<file path="src/rtl/inst_fetch_queue_pkg.sv">
// Shared types and constants for the instruction fetch queue.
package inst_fetch_queue_pkg;

  // Fetch FSM; explicit encodings match the legacy S_REQ/S_WAIT/S_DROP values.
  typedef enum logic [1:0] {
    S_REQ  = 2'd0,  // no request outstanding
    S_WAIT = 2'd1,  // one request outstanding, data wanted
    S_DROP = 2'd2   // one request outstanding, data stale
  } fetch_state_e;

  localparam logic [31:0] INST_NOP = 32'h0000_0013;

  // One queue entry: instruction word and the PC it was fetched from.
  typedef struct packed {
    logic [31:0] inst;
    logic [31:0] pc;
  } fetch_entry_t;

  // Force a byte address onto a word boundary.
  function automatic logic [31:0] word_align(input logic [31:0] addr);
    return addr & ~32'h3;
  endfunction

endpackage

</file>
<file path="src/rtl/inst_fetch_queue_if.sv">
// Handshake bundle between the fetch queue, EX redirect, instruction memory
// and the ID stage. The fetch queue uses the master view.
interface inst_fetch_queue_if;
  logic        redirect_valid;
  logic [31:0] redirect_pc;
  logic        imem_req;
  logic [31:0] imem_addr;
  logic        imem_ready;
  logic        imem_rvalid;
  logic [31:0] imem_rdata;
  logic        out_valid;
  logic [31:0] out_inst;
  logic [31:0] out_pc;
  logic        out_ready;

  modport master (
    input  redirect_valid, redirect_pc,
    output imem_req, imem_addr,
    input  imem_ready, imem_rvalid, imem_rdata,
    output out_valid, out_inst, out_pc,
    input  out_ready
  );

  modport slave (
    output redirect_valid, redirect_pc,
    input  imem_req, imem_addr,
    output imem_ready, imem_rvalid, imem_rdata,
    input  out_valid, out_inst, out_pc,
    output out_ready
  );
endinterface

</file>
<file path="src/rtl/inst_fetch_queue_fetch_fifo.sv">
// fetch_fifo: DEPTH x WIDTH synchronous FIFO with synchronous flush and an
// occupancy count. Flush overrides push/pop; a push into a full FIFO is only
// accepted when a pop frees a slot in the same cycle.
module fetch_fifo #(
  parameter int unsigned DEPTH = 4,
  parameter int unsigned WIDTH = 64
) (
  input  logic                       clk,
  input  logic                       rst,
  input  logic                       i_flush,
  input  logic                       i_push,
  input  logic [WIDTH-1:0]           i_wdata,
  input  logic                       i_pop,
  output logic [WIDTH-1:0]           o_rdata,
  output logic [$clog2(DEPTH):0]     o_count
);
  localparam int unsigned AW = $clog2(DEPTH);
  localparam int unsigned CW = AW + 1;
  localparam logic [CW-1:0] FULL_CNT = CW'(DEPTH);

  logic [WIDTH-1:0] r_mem [DEPTH];
  logic [AW-1:0]    r_wr_ptr;
  logic [AW-1:0]    r_rd_ptr;
  logic [CW-1:0]    r_count;
  logic             w_do_push;
  logic             w_do_pop;

  // Qualify push/pop against occupancy and flush.
  always_comb begin
    w_do_pop  = i_pop && (r_count != '0) && !i_flush;
    w_do_push = i_push && ((r_count != FULL_CNT) || w_do_pop) && !i_flush;
  end

  // Pointer and count bookkeeping; power-of-two depth lets pointers wrap.
  always_ff @(posedge clk or posedge rst) begin
    if (rst) begin
      r_wr_ptr <= '0;
      r_rd_ptr <= '0;
      r_count  <= '0;
    end else if (i_flush) begin
      r_wr_ptr <= '0;
      r_rd_ptr <= '0;
      r_count  <= '0;
    end else begin
      if (w_do_push) r_wr_ptr <= r_wr_ptr + 1'b1;
      if (w_do_pop)  r_rd_ptr <= r_rd_ptr + 1'b1;
      if (w_do_push && !w_do_pop)      r_count <= r_count + 1'b1;
      else if (!w_do_push && w_do_pop) r_count <= r_count - 1'b1;
    end
  end

  // Storage array, written on accepted pushes only.
  always_ff @(posedge clk) begin
    if (w_do_push) r_mem[r_wr_ptr] <= i_wdata;
  end

  assign o_rdata = r_mem[r_rd_ptr];
  assign o_count = r_count;
endmodule

</file>
<file path="src/rtl/inst_fetch_queue.sv">
// inst_fetch_queue: sequential PC generation, one-at-a-time instruction
// memory requests, and an in-order (inst, pc) queue drained by ID.
// EX redirects squash the queue and restart fetch at the new PC.
// Optional macro FETCH_BYPASS_EN: an empty-queue response is handed to ID in
// its arrival cycle when ID is ready, instead of going through the queue.
module inst_fetch_queue
  import inst_fetch_queue_pkg::*;
#(
  parameter int unsigned DEPTH    = 4,
  parameter logic [31:0] RESET_PC = 32'h0000_0000
) (
  input logic                  clk,
  input logic                  rst,
  inst_fetch_queue_if.master   bus
);
  localparam int unsigned CW = $clog2(DEPTH) + 1;
  localparam logic [CW-1:0] FULL_CNT = CW'(DEPTH);

  fetch_state_e  r_state;
  fetch_state_e  w_next_state;
  logic [31:0]   r_fetch_pc;
  logic [31:0]   r_req_pc;

  logic [CW-1:0] w_count;
  fetch_entry_t  w_head;
  fetch_entry_t  w_wentry;
  logic          w_req;
  logic          w_accept;
  logic          w_resp;
  logic          w_bypass;
  logic          w_push;
  logic          w_pop;
  logic          w_head_valid;

  // Request, response and queue handshake decode.
  always_comb begin
    w_head_valid = (w_count != '0) && !bus.redirect_valid;
    w_req        = !rst && (r_state == S_REQ) && !bus.redirect_valid && (w_count < FULL_CNT);
    w_accept     = w_req && bus.imem_ready;
    w_resp       = bus.imem_rvalid && (r_state == S_WAIT) && !bus.redirect_valid;
`ifdef FETCH_BYPASS_EN
    w_bypass     = w_resp && (w_count == '0) && bus.out_ready;
`else
    w_bypass     = 1'b0;
`endif
    w_push       = w_resp && !w_bypass;
    w_pop        = w_head_valid && bus.out_ready;
    w_wentry     = '{inst: bus.imem_rdata, pc: r_req_pc};
  end

  // Next FSM state; a redirect during an outstanding request forces the
  // response to be drained as stale unless it arrives in the same cycle.
  always_comb begin
    w_next_state = r_state;
    case (r_state)
      S_REQ:   if (w_accept) w_next_state = S_WAIT;
      S_WAIT:  begin
        if (bus.imem_rvalid)         w_next_state = S_REQ;
        else if (bus.redirect_valid) w_next_state = S_DROP;
      end
      S_DROP:  if (bus.imem_rvalid) w_next_state = S_REQ;
      default: w_next_state = S_REQ;
    endcase
  end

  // FSM state, fetch PC and PC of the outstanding request.
  always_ff @(posedge clk or posedge rst) begin
    if (rst) begin
      r_state    <= S_REQ;
      r_fetch_pc <= RESET_PC;
      r_req_pc   <= RESET_PC;
    end else begin
      r_state <= w_next_state;
      if (bus.redirect_valid) begin
        r_fetch_pc <= word_align(bus.redirect_pc);
      end else if (w_accept) begin
        r_fetch_pc <= r_fetch_pc + 32'd4;
        r_req_pc   <= r_fetch_pc;
      end
    end
  end

  fetch_fifo #(
    .DEPTH (DEPTH),
    .WIDTH (64)
  ) u_fifo (
    .clk     (clk),
    .rst     (rst),
    .i_flush (bus.redirect_valid),
    .i_push  (w_push),
    .i_wdata (w_wentry),
    .i_pop   (w_pop),
    .o_rdata (w_head),
    .o_count (w_count)
  );

  assign bus.imem_req  = w_req;
  assign bus.imem_addr = r_fetch_pc;
  assign bus.out_valid = w_head_valid || w_bypass;
  assign bus.out_inst  = w_head_valid ? w_head.inst : (w_bypass ? bus.imem_rdata : INST_NOP);
  assign bus.out_pc    = w_head_valid ? w_head.pc   : (w_bypass ? r_req_pc       : 32'h0);
endmodule

</file>
<file path="src/flat_wrapper.sv">
// flat-port wrapper written by rule: the top's interface ports become plain ports
module inst_fetch_queue_flat import inst_fetch_queue_pkg::*;
#(
  parameter int unsigned DEPTH    = 4,
  parameter logic [31:0] RESET_PC = 32'h0000_0000
)
  (clk, rst, bus_redirect_valid, bus_redirect_pc, bus_imem_req, bus_imem_addr, bus_imem_ready, bus_imem_rvalid, bus_imem_rdata, bus_out_valid, bus_out_inst, bus_out_pc, bus_out_ready);
  inst_fetch_queue_if bus_i ();
  input logic clk;
  input logic rst;
  input wire logic [$bits(bus_i.redirect_valid)-1:0] bus_redirect_valid;
  input wire logic [$bits(bus_i.redirect_pc)-1:0] bus_redirect_pc;
  output wire logic [$bits(bus_i.imem_req)-1:0] bus_imem_req;
  output wire logic [$bits(bus_i.imem_addr)-1:0] bus_imem_addr;
  input wire logic [$bits(bus_i.imem_ready)-1:0] bus_imem_ready;
  input wire logic [$bits(bus_i.imem_rvalid)-1:0] bus_imem_rvalid;
  input wire logic [$bits(bus_i.imem_rdata)-1:0] bus_imem_rdata;
  output wire logic [$bits(bus_i.out_valid)-1:0] bus_out_valid;
  output wire logic [$bits(bus_i.out_inst)-1:0] bus_out_inst;
  output wire logic [$bits(bus_i.out_pc)-1:0] bus_out_pc;
  input wire logic [$bits(bus_i.out_ready)-1:0] bus_out_ready;
  assign bus_i.redirect_valid = bus_redirect_valid;
  assign bus_i.redirect_pc = bus_redirect_pc;
  assign bus_imem_req = bus_i.imem_req;
  assign bus_imem_addr = bus_i.imem_addr;
  assign bus_i.imem_ready = bus_imem_ready;
  assign bus_i.imem_rvalid = bus_imem_rvalid;
  assign bus_i.imem_rdata = bus_imem_rdata;
  assign bus_out_valid = bus_i.out_valid;
  assign bus_out_inst = bus_i.out_inst;
  assign bus_out_pc = bus_i.out_pc;
  assign bus_i.out_ready = bus_out_ready;
  inst_fetch_queue #(.DEPTH(DEPTH), .RESET_PC(RESET_PC)) u_core (.clk(clk), .rst(rst), .bus(bus_i));
endmodule
</file>
<file path="config.mk">
export PLATFORM = sky130hd
export DESIGN_NAME = inst_fetch_queue_flat
export DESIGN_NICKNAME = d
export VERILOG_FILES = /design/src/rtl/inst_fetch_queue_pkg.sv /design/src/rtl/inst_fetch_queue_if.sv /design/src/rtl/inst_fetch_queue_fetch_fifo.sv /design/src/rtl/inst_fetch_queue.sv /design/src/flat_wrapper.sv
export SDC_FILE = /design/constraint.sdc
export NUM_CORES = 1
export LEC_CHECK = 0
export ABC_AREA = 1
export CAP_MARGIN = 20
export CELL_PAD_IN_SITES_DETAIL_PLACEMENT = 1
export CELL_PAD_IN_SITES_GLOBAL_PLACEMENT = 1
export CORE_MARGIN = 2
export CORE_UTILIZATION = 50
export CTS_CLUSTER_SIZE = 40
export DETAILED_ROUTE_END_ITERATION = 16
export DONT_BUFFER_PORTS = 1
export PLACE_DENSITY_LB_ADDON = 0.25
export SYNTH_ARGS = -nofsm -noshare
export SYNTH_HDL_FRONTEND = slang
export SYNTH_SLANG_ARGS = --single-unit
</file>
<file path="constraint.sdc">
create_clock -name clk -period 5.2 [get_ports clk]
set_clock_uncertainty 0.1 [all_clocks]
set_input_delay 0.52 -clock clk [delete_from_list [all_inputs] [get_ports clk]]
set_output_delay 0.52 -clock clk [all_outputs]
set_load 0.02 [all_outputs]
</file>
-- Word level (Yosys, flattened, before mapping)
Memories as Yosys holds them, arrays and structs flattened.
Cells that the tools add are included.
- $lt $le $gt $ge: 1
- equal/unequal tests: 6
- $add $sub $neg: 5
- muxes and demuxes: 18
- reduce and logical (&&, ||, !) cells: 27
- bitwise gates (word level): 1
- operator list (kind ; count):
    32-bit two-way mux ; 4
    32-bit by 3-bit adder with 32-bit output, second input constant ; 1
    2-bit two-way mux ; 8
    1-bit logical AND ; 14
    3-bit two-way mux ; 3
    3-bit inequality test, second input constant ; 2
    2-bit case mux with 3 select lines ; 1
    2-bit nonzero test ; 3
    3-bit nonzero test ; 2
    2-bit by 1-bit adder with 2-bit output, second input constant ; 2
    1-bit logical NOT ; 4
    3-bit by 1-bit adder with 3-bit output, second input constant ; 1
    3-bit < comparator, second input constant ; 1
    3-bit AND reduction ; 1
    3-bit by 1-bit subtractor with 3-bit output, second input constant ; 1
    2-bit by 1-bit == test with 1-bit output, second input constant ; 1
    2-bit == test, second input constant ; 1
    2-bit logical NOT ; 1
    1-bit two-way mux ; 2
    2-bit by 1-bit inequality test with 1-bit output, second input constant ; 1
    2-bit inequality test, second input constant ; 1
    2-bit AND reduction ; 1
    1-bit logical OR ; 1
    1-bit NOT ; 1
- bits in writable memories: 256
- logic and storage cells: 65
- output and inout bits: 98
- memories: 1
- register bits after elaboration: 73
- memory list (name ; words ; bits a word ; read ports ; clocked after memory_dff ; wr ports ; line ; text):
    u_core.u_fifo.r_mem ; 4 ; 64 ; 1 ; 0 ; 1 ; inst_fetch_queue_fetch_fifo.sv:21 ; logic [WIDTH-1:0] r_mem [DEPTH];

-- Longest topological paths before layout
Gate-level depths: netlist (run 1).
- depth in word-level cells: 13
- gate-level depth with buffers: 11
- mapped depth without buffers: 10

-- Cells and area by module
A second synthesis (run 1) with hierarchy kept.
- cell total of the unflattened synthesis: 1304
- area total of the unflattened synthesis: 13937.1 µm²
- modules (own cells, without submodules) (module ; cells each ; sequential area each (µm²) ; times used ; area each (µm²)):
    fetch_fifo ; 688 ; 7862.5 ; 1 ; 9970.8
    inst_fetch_queue ; 616 ; 1551.5 ; 1 ; 3966.3

-- Worst setup path before layout (run 1)
No wires, ideal clock.
- path type: in2reg
- from: in bus_redirect_valid
- to: mem u_core.u_fifo.r_mem[0][10], enable pin
- library setup time: 0.482 ns
- stages on the path: 6
- arrival: 3.664 ns
- buffers on the path: 1
- path slack: 0.954 ns
- cell sequence: buf_6 > clkinv_2 > nand2_1 > nor2_4 > nand2_1 > nor2_1
- cells in the longest elaborated chain, start to end: 10
- RTL lines (element ; line ; text):
    start, declared ; flat_wrapper.sv:11 ; input wire logic [$bits(bus_i.redirect_valid)-1:0] bus_redirect_valid;
    1-bit logical NOT * ; n/a ;
    1-bit logical AND ; inst_fetch_queue.sv:37 ; w_head_valid = (w_count != '0) && !bus.redirect_valid;
    1-bit logical AND ; inst_fetch_queue.sv:47 ; w_pop = w_head_valid && bus.out_ready;
    1-bit logical AND (2 in series) ; inst_fetch_queue_fetch_fifo.sv:30 ; w_do_pop = i_pop && (r_count != '0) && !i_flush;
    1-bit logical OR ; inst_fetch_queue_fetch_fifo.sv:31 ; w_do_push = i_push && ((r_count != FULL_CNT) || w_do_pop) && !i_flush;
    1-bit logical AND ; inst_fetch_queue_fetch_fifo.sv:31 ;
    1-bit logical AND * ; inst_fetch_queue_fetch_fifo.sv:31 ;
    1-bit two-way mux * ; inst_fetch_queue_fetch_fifo.sv:54 ; if (w_do_push) r_mem[r_wr_ptr] <= i_wdata;
    1-bit two-way mux (not written as such) * ; inst_fetch_queue_fetch_fifo.sv:54 ;
    end, declared ; inst_fetch_queue_fetch_fifo.sv:21 ;
Every way passes the cells marked *; elsewhere a longest branch is shown, timed or not.

-- Worst setup path after layout (run 1)
- from: reg u_core.u_fifo.r_rd_ptr[0]
- to: out bus_out_pc[13]
- cells in the longest elaborated chain, start to end: 2
- RTL lines (element ; line ; text):
    start, declared ; inst_fetch_queue_fetch_fifo.sv:23 ; logic [AW-1:0] r_rd_ptr;
    start signal, assigned ; inst_fetch_queue_fetch_fifo.sv:46 ; if (w_do_pop) r_rd_ptr <= r_rd_ptr + 1'b1;
    memory 4 x 64 bit ; n/a ;
    32-bit two-way mux ; inst_fetch_queue.sv:101 ; assign bus.out_pc = w_head_valid ? w_head.pc : (w_bypass ? r_req_pc : 32'h0);
    end, declared ; flat_wrapper.sv:20 ; output wire logic [$bits(bus_i.out_pc)-1:0] bus_out_pc;
No other way between the ends.

==> impl_metrics.ini, run 1 <==
[status]
outcome = complete, no violations

[timing]
finalSetupViolCount = 0
slew_headroom = 0.266
timing.hold.ws_ps = 19.2
rsz0062_at_grt = no
final.period_utilization = 0.720
fmax_mhz = 267
worst_pin_slew_ps = 1090
finalHoldViolCount = 0
timing.final.ws_setup_ps = 1460
min_period_ps = 3740
finalMaxSlewViolations = 0
fin_setup_tns_ps = 0

[placed_design]
dp.final_hpwl_microns = 21600
place_ws_ps = 1860
place_area_sq_um = 13800
gp_congestion = 0.883
io_buffer_count = 0
dp_cells = 1573

[setup_path]
cp_top_family = flip-flops
crit_path_frequent_cell = nor2_1
critical_path_class = reg2out
reg2reg_slack_ps = 2140
cp-start-kind = register
reg2reg_from = u_core.u_fifo.o_count[2]
crit_arrival_ps = 3120
path_cells = buf_4, nor2_1, nor2_1, o21ai_0, a21oi_1
critical_path.slowest_cell = dfrtp_4
cp.required_ps = 4580
cp-end-kind = output port
max_stage_delay_ps = 870
path_max_fanout = 70
worst-path-buf-inv = 1
r2r-end = u_core.u_fifo.r_mem[0][60]
r2r_cells = 7

[final_layout]
nets = 1380
finalNonFillerCells = 1669
utilization = 0.571
final_common_cell = nor2_1
diodes = 0
fillerInstances = 2902
final_layout_size_suffix_gt1_frac = 0.0768
final_cell_mix = 282 x nor2_1, 248 x edfxtp_1, 195 x nand2_1, 160 x o21ai_0, 67 x dfrtp_1
area_growth_pct = 12.9
final_area_sq_um = 15300

[drt]
final_antenna_net_count = 0
drcViolationCount = 0
wl_microns = 35100
wl_per_cell_microns = 21.0
drt_iter0_drc = 687
vias_per_cell = 5.59
via_count = 9328
dr.pass1.iters = 5

[yosys]
synth_mux_area_frac = 0
synth_fa_ha_area_frac = 0.00611
synthTopCellsByArea = edfxtp_1 55%, dfrtp_1 13%, nor2_1 7.9%
yosysTopAreaCell = edfxtp_1
synth-compound-area-share = 0.0990
ys_async_sr_fraction = 0.218
yosysTopAreaCellShare = 0.551
yosysWarnings = 0
synth-seq-cells = 317
synth_cell_type_count = 41
synth_area_per_cell_sq_um = 10.6
synth-edff-count = 248
syn-cell-area_sq_um = 13500
yosysSeqAreaShare = 0.678
ys.flop_type = edfxtp_1
synth_xor_area_frac = 0.00518
synth_top_family_by_area = simple AND/OR/NAND/NOR gates
yosys.area_share.simple = 0.166
syn_inst = 1280

[global_route]
grt_overflow = 0
groute.usage.overall = 0.247
antenna_found_initial = 0
grt_max_degree = 128
grt_pass1_wl_microns = 54500
grt_pass1_vias = 9960

[hold_path]
whs_endpoint = u_core.bus.imem_addr[8]
min_path_cells = 2
min_from = bus_redirect_valid
hold_class = in2reg

[power]
finalPower_mw = 6.77
p_leak_nw = 5.67
vdd_drop_max_mv = 0.242
power_density_nw_per_um2 = 443

[floorplan]
die_h_microns = 168
start_util = 0.506
ios = 168
fp.coreArea_sq_um = 26700
die_w_microns = 168
row_count = 60
die_area_sq_um = 28400

[clocking]
clock_path_buffers = 3
cts.sinks = 317
h-tree-depth = 1
cts_tree = yes
cts.clk_slew.worst_paths_ps = 70
post_cts_buffers = 0
cts_buffers = 31
clock-root-buffer = clkbuf_16
clock_latency_ps = 560

[flow_run]
cap_violations = 0
## worst reg2reg max path, stage by stage (launching register included)
cell     delay, ps
dfrtp_1        490
inv_2           90
nand2_2        120
nand3_2        130
nand2_1        100
nand2_1        260
nor2_4         890
buf_4          530
## cells by family after synthesis
| logic type | Yosys count |
|---|---|
| flops | 317 |
| simple gates | 551 |
| fa+ha+maj | 6 |
| other cells | 1 |
| xor+xnor | 8 |
| compound gates | 258 |
| buf+inv | 139 |
## synthesized netlist by cell type (2+ instances only)
master / n
a21oi_1: 62
buf_1: 5
buf_2: 13
buf_4: 13
buf_6: 3
clkbuf_1: 32
dfrtp_1: 69
edfxtp_1: 248
ha_1: 5
inv_1: 67
inv_2: 4
nand2_1: 195
nand2_2: 4
nand3_1: 32
nand3_2: 4
nand4_1: 3
nor2_1: 286
nor2_2: 9
nor2_4: 2
nor3_1: 11
nor3_2: 2
o211ai_1: 3
o21ai_0: 160
o21ai_1: 19
o21bai_1: 3
o311ai_0: 3
o31ai_1: 3
xor2_1: 7
## metal layers
| layer | share of wire | routed length (microns) | track usage | vias up |
|---|---|---|---|---|
| li1 | - | - | - | 4391 |
| met1 | 0.42 | 14600 | 0.317 | 4643 |
| met3 | 0.055 | 1920 | 0.0400 | 48 |
| met5 | 0 | 0 | 0 | - |
| met4 | 0.020 | 695 | 0.0667 | 0 |
| met2 | 0.51 | 17900 | 0.437 | 246 |
## worst max-delay path by stage
stage                                         start                    endpoint  slack (ps)  depth (start not counted)
after floorplan                  bus_redirect_valid  u_core.u_fifo.r_mem[0][10]         950                          6
after global placement    u_core.u_fifo.r_rd_ptr[0]             bus_out_inst[4]        1900                          3
after detailed placement  u_core.u_fifo.r_rd_ptr[0]             bus_out_inst[4]        1860                          3
after CTS                 u_core.u_fifo.r_rd_ptr[0]             bus_out_inst[4]        1280                          3
after global routing      u_core.u_fifo.r_rd_ptr[0]              bus_out_pc[22]        1270                          5
final                     u_core.u_fifo.r_rd_ptr[0]              bus_out_pc[13]        1460                          5
## state kept, by name, summed over array words and instances (netlist names)
register                count
u_core.u_fifo.r_mem       248
u_core.bus.imem_addr       30
u_core.r_req_pc            30
u_core.u_fifo.o_count       3
u_core.r_state              2
u_core.u_fifo.r_rd_ptr      2
u_core.u_fifo.r_wr_ptr      2
## cell type report
class | instances | area, sq um | area share
inverters | 73 | 278 | 0.0182
multi-input cells | 827 | 3780 | 0.247
clock inverters | 16 | 214 | 0.0140
well taps | 341 | 427 | 0.0279
repair buffers | 54 | 533 | 0.0349
flip-flops and latches | 317 | 9180 | 0.601
clock buffers | 41 | 863 | 0.0565
## repair_timing
action	CTS	global route
hold buffers	38	0
gates resized for setup	0	0
hold endpoints to repair	134	0
## report_power, final
group	leakage [nW]	switching (mW)	internal (mW)
Sequential	3.10	0.261	2.95
Combinational	2.04	0.913	0.304
Clock	0.533	0.931	1.41
Total	5.67	2.11	4.66
(Power assumes the default switching activity.)
==> inputs of run 2 (changes only) <==
==> constraint.sdc (replaced) <==
create_clock -name clk -period 3.5 [get_ports clk]
set_clock_uncertainty 0.1 [all_clocks]
set_input_delay 0.35 -clock clk [delete_from_list [all_inputs] [get_ports clk]]
set_output_delay 0.35 -clock clk [all_outputs]
set_load 0.02 [all_outputs]
==> run 2 against run 1 <==
Register-to-register slack got worse by 1200 ps. Utilization grew 1.1 points. Clock power is 45% higher. Die area stayed put. Cell count is 2.1% higher.
==> impl_metrics.ini, run 2 (synthesis gave the netlist of run 1 again) <==
[status]
outcome = complete, no violations

[placed_design]
gp_congestion = 0.857
io_buffer_count = 0
place_ws_ps = 829
dp_cells = 1579
dp.final_hpwl_microns = 22700

[setup_path]
cp-start-kind = register
r2r_cells = 7
cp-end-kind = output port
r2r-end = u_core.u_fifo.r_mem[3][48]
path_max_fanout = 38
endpoint = bus_out_inst[22]
cp-startpoint = u_core.u_fifo.r_rd_ptr[1]
cp.required_ps = 3050
crit_arrival_ps = 2810
reg2reg_slack_ps = 970
reg2reg_from = u_core.u_fifo.o_count[2]
critical_path_class = reg2out

[hold_path]
hold_class = in2reg
min_from = bus_redirect_valid

[drt]
drt_iter0_drc = 701
wl_per_cell_microns = 21.1
dr.pass1.iters = 5
wl_microns = 36000
drcViolationCount = 0
vias_per_cell = 5.60
final_antenna_net_count = 0
via_count = 9550

[clocking]
cts_tree = yes
cts_buffers = 35
cts.sinks = 317
clock_latency_ps = 510
cts.clk_slew.worst_paths_ps = 60
clock-root-buffer = clkbuf_16
post_cts_buffers = 0
ctsHoldBuffers = 62
h-tree-depth = 2
cts_resized = 0
clock_path_buffers = 3

[timing]
finalSetupViolCount = 0
finalHoldViolCount = 0
final.period_utilization = 0.932
timing.hold.ws_ps = 6.27
finalMaxSlewViolations = 0
worst_pin_slew_ps = 993
fmax_mhz = 307
min_period_ps = 3260
slew_headroom = 0.336
timing.final.ws_setup_ps = 239
rsz0062_at_grt = no

[global_route]
grt_max_degree = 78
antenna_found_initial = 0
grt_overflow = 0
grt_pass1_vias = 10300
groute.usage.overall = 0.257
grt_pass1_wl_microns = 56500

[power]
power_density_nw_per_um2 = 642
p_leak_nw = 5.79
vdd_drop_max_mv = 0.348

[floorplan]
die_w_microns = 168
row_count = 60
die_area_sq_um = 28400
start_util = 0.506
ios = 168
die_h_microns = 168
fp.coreArea_sq_um = 26700

[final_layout]
finalNonFillerCells = 1704
final_common_cell = nor2_1
max_flop_register = u_core.u_fifo.r_mem
final_layout_size_suffix_gt1_frac = 0.0785
area_growth_pct = 15.1
final_cell_mix = 282 x nor2_1, 248 x edfxtp_1, 195 x nand2_1, 160 x o21ai_0, 67 x dfrtp_1
diodes = 0
fillerInstances = 2831
largest_reg_flops = 248
nets = 1413

[flow_run]
cap_violations = 0
[run 2: cell types whose count changed in the layout (fill, tap and decap cells not counted), sizes merged]
cell	before	now
inv	72	73
bufinv	5	0
clkinv	12	16
clkbuf	41	44
dlygate4sd3	38	62
clkinvlp	0	3
clkdlybuf4s18	0	1
buf	16	20
[run 2: routing by layer]
layer | wire length (microns) | share of wire | global-route usage | vias up
li1 | - | - | - | 4464
met1 | 14900 | 0.41 | 0.310 | 4762
met2 | 18300 | 0.51 | 0.466 | 250
met3 | 1710 | 0.047 | 0.0454 | 74
met4 | 1110 | 0.031 | 0.0881 | 0
met5 | 0 | 0 | 0 | -
[run 2: report_power, final]
group	internal, mW	switching [mW]	total, mW
clock	1.94	1.45	3.39
combinational	0.476	1.39	1.87
sequential	4.38	0.356	4.73
[run 2: worst min path at each step]
stage / to / slack, ps / cells after the start
global placement: u_core.u_fifo.r_mem[3][61] / 350 / 0
global route: u_core.bus.imem_addr[12] / 30 / 3
finish: u_core.bus.imem_addr[12] / 6 / 3
detailed placement: u_core.u_fifo.r_mem[0][61] / 350 / 0
CTS: u_core.bus.imem_addr[12] / 0.1 / 3
floorplan: u_core.r_state[1] / 350 / 1
[run 2: area by class of cell]
type | instances | area (sq um) | area share
clock buffer | 44 | 952 | 0.0612
inverter | 73 | 278 | 0.0178
timing repair buffer | 83 | 838 | 0.0538
tap | 341 | 427 | 0.0274
clock inverter | 19 | 114 | 0.00731
sequential | 317 | 9180 | 0.590
multi-input combinational | 827 | 3780 | 0.243
[run 2: worst max-delay path, stage by stage (launching register included)]
cell and delay (ps):
dfrtp_2 660, inv_2 490, buf_4 360, nor2_1 180, o21ai_0 150, a21oi_1 460
[run 2: stage by stage]
stage	area (sq um)	setup TNS, ps	power, mW	util
2_1_floorplan	13500	-145850	6.08	-
3_3_place_gp	13900	0	6.49	0.519
3_5_place_dp	13900	0	6.60	0.519
4_1_cts	15600	0	10.1	0.582
5_1_grt	15600	0	10.4	0.582
6_report	15600	0	10.0	0.582
==> RTL edit (settings of run 1) <==
Add a define of `FETCH_BYPASS_EN`.
--- a/src/rtl/inst_fetch_queue.sv
+++ b/src/rtl/inst_fetch_queue.sv
@@ -3,6 +3,8 @@
 // EX redirects squash the queue and restart fetch at the new PC.
 // Optional macro FETCH_BYPASS_EN: an empty-queue response is handed to ID in
 // its arrival cycle when ID is ready, instead of going through the queue.
+`define FETCH_BYPASS_EN
+
 module inst_fetch_queue
   import inst_fetch_queue_pkg::*;
 #(
Behaviour: not the same (a bounded check fails within 4 cycles, from zero or initial values and one cycle with rst high).
==> RTL edit against run 1 <==
Final area up 4.2%. Synthesized area increased by 5.1%. Setup slack got worse by 170 ps. Maximum frequency shrank 4.4%. Routed wire length is 8.2% higher. Register-to-register slack improved by 290 ps. Sequential cell count unchanged. Highest routed layer unchanged.
Power is not compared: it rests on default switching activity, and its combinational part moved more than twofold at a synthesized area within 25%.
==> RTL edit: results (changes against run 1) <==
- Hold Path End: u_core.r_state[1]
- Vias/cell: 5.62 (+0.55%)
- Post-synth cell types: 44 (+7.3%)
- First-pass GRT wire length: 59,700 µm (+9.5%)
- Delay-heaviest family, CP: buffers and inverters
- End point of the critical path: bus_out_pc[11]
- GR Layer Usage met2: 45.7% (+2.0 points)
- Vias in the first global route: 10,810 (+8.5%)
- Initial drt markers: 722 (+5.1%)
- DR vias: 10,172 (+9.0%)
- CTS buffer count: 35 (+13%)
- Post-DP HPWL: 23,300 µm (+7.8%)
- FF-to-FF Start: u_core.r_state[1]
- Slew at the pin with the worst max-slew slack: 1030 ps (-56.3 ps)
- Commonest cells post-synth: nand2_1 (284), edfxtp_1 (248), inv_1 (176)
- Worst EP arrival: 3300 ps (+180 ps)
- Worst R2R Path Depth: 8 (+1)
- Final hold slack: 17.2 ps (-1.95 ps)
- RePlAce Congestion: 0.804 (-8.9%)
- Met3 Usage GRT: 4.16% (+0.16 points)
- Met2 routed WL: 19,400 µm (+8.5%)
- Outcome: finished clean
- Max FO, Critical Path: 103 (+47%)
- Clock Latency Late Sink: 510 ps (-50 ps)
- Filler instances: 3,039 (+4.7%)
- CTS Hold Bufs: 32 (-16%)
- Post-Route WL: 38,000 µm (+8.2%)
RTL edit: cell types whose count changed in the layout (fill, tap and decap cells not counted), moves of 7 or more:
cell | before | now
nor2_1 | 282 | 51
inv_1 | 66 | 175
clkinv_1 | 2 | 9
o21ai_0 | 160 | 136
nand3_1 | 32 | 159
nor3_1 | 11 | 1
nand2_1 | 195 | 284
o21ai_1 | 19 | 34
RTL edit: cells by family after synthesis:
kind of cell / share of synthesized area [%]
AO/OA/AOI/OAI: 9.64
XOR/XNOR: 0.554
adder cells (fa/ha/maj): 0.581
buffers and inverters: 7.65
flip-flops: 64.5
multiplexers: 0.0704
other: 0.0264
AND/OR/NAND/NOR: 17.0
RTL edit: area by class of cell:
class,count,area [µm²],area share [%]
Inverter,186,703,4.42
Timing Repair Buffer,47,458,2.88
Multi-Input combinational cell,818,4020,25.2
Sequential cell,317,9180,57.7
Clock inverter,19,129,0.810
Tap cell,378,473,2.97
Clock buffer,45,956,6.01
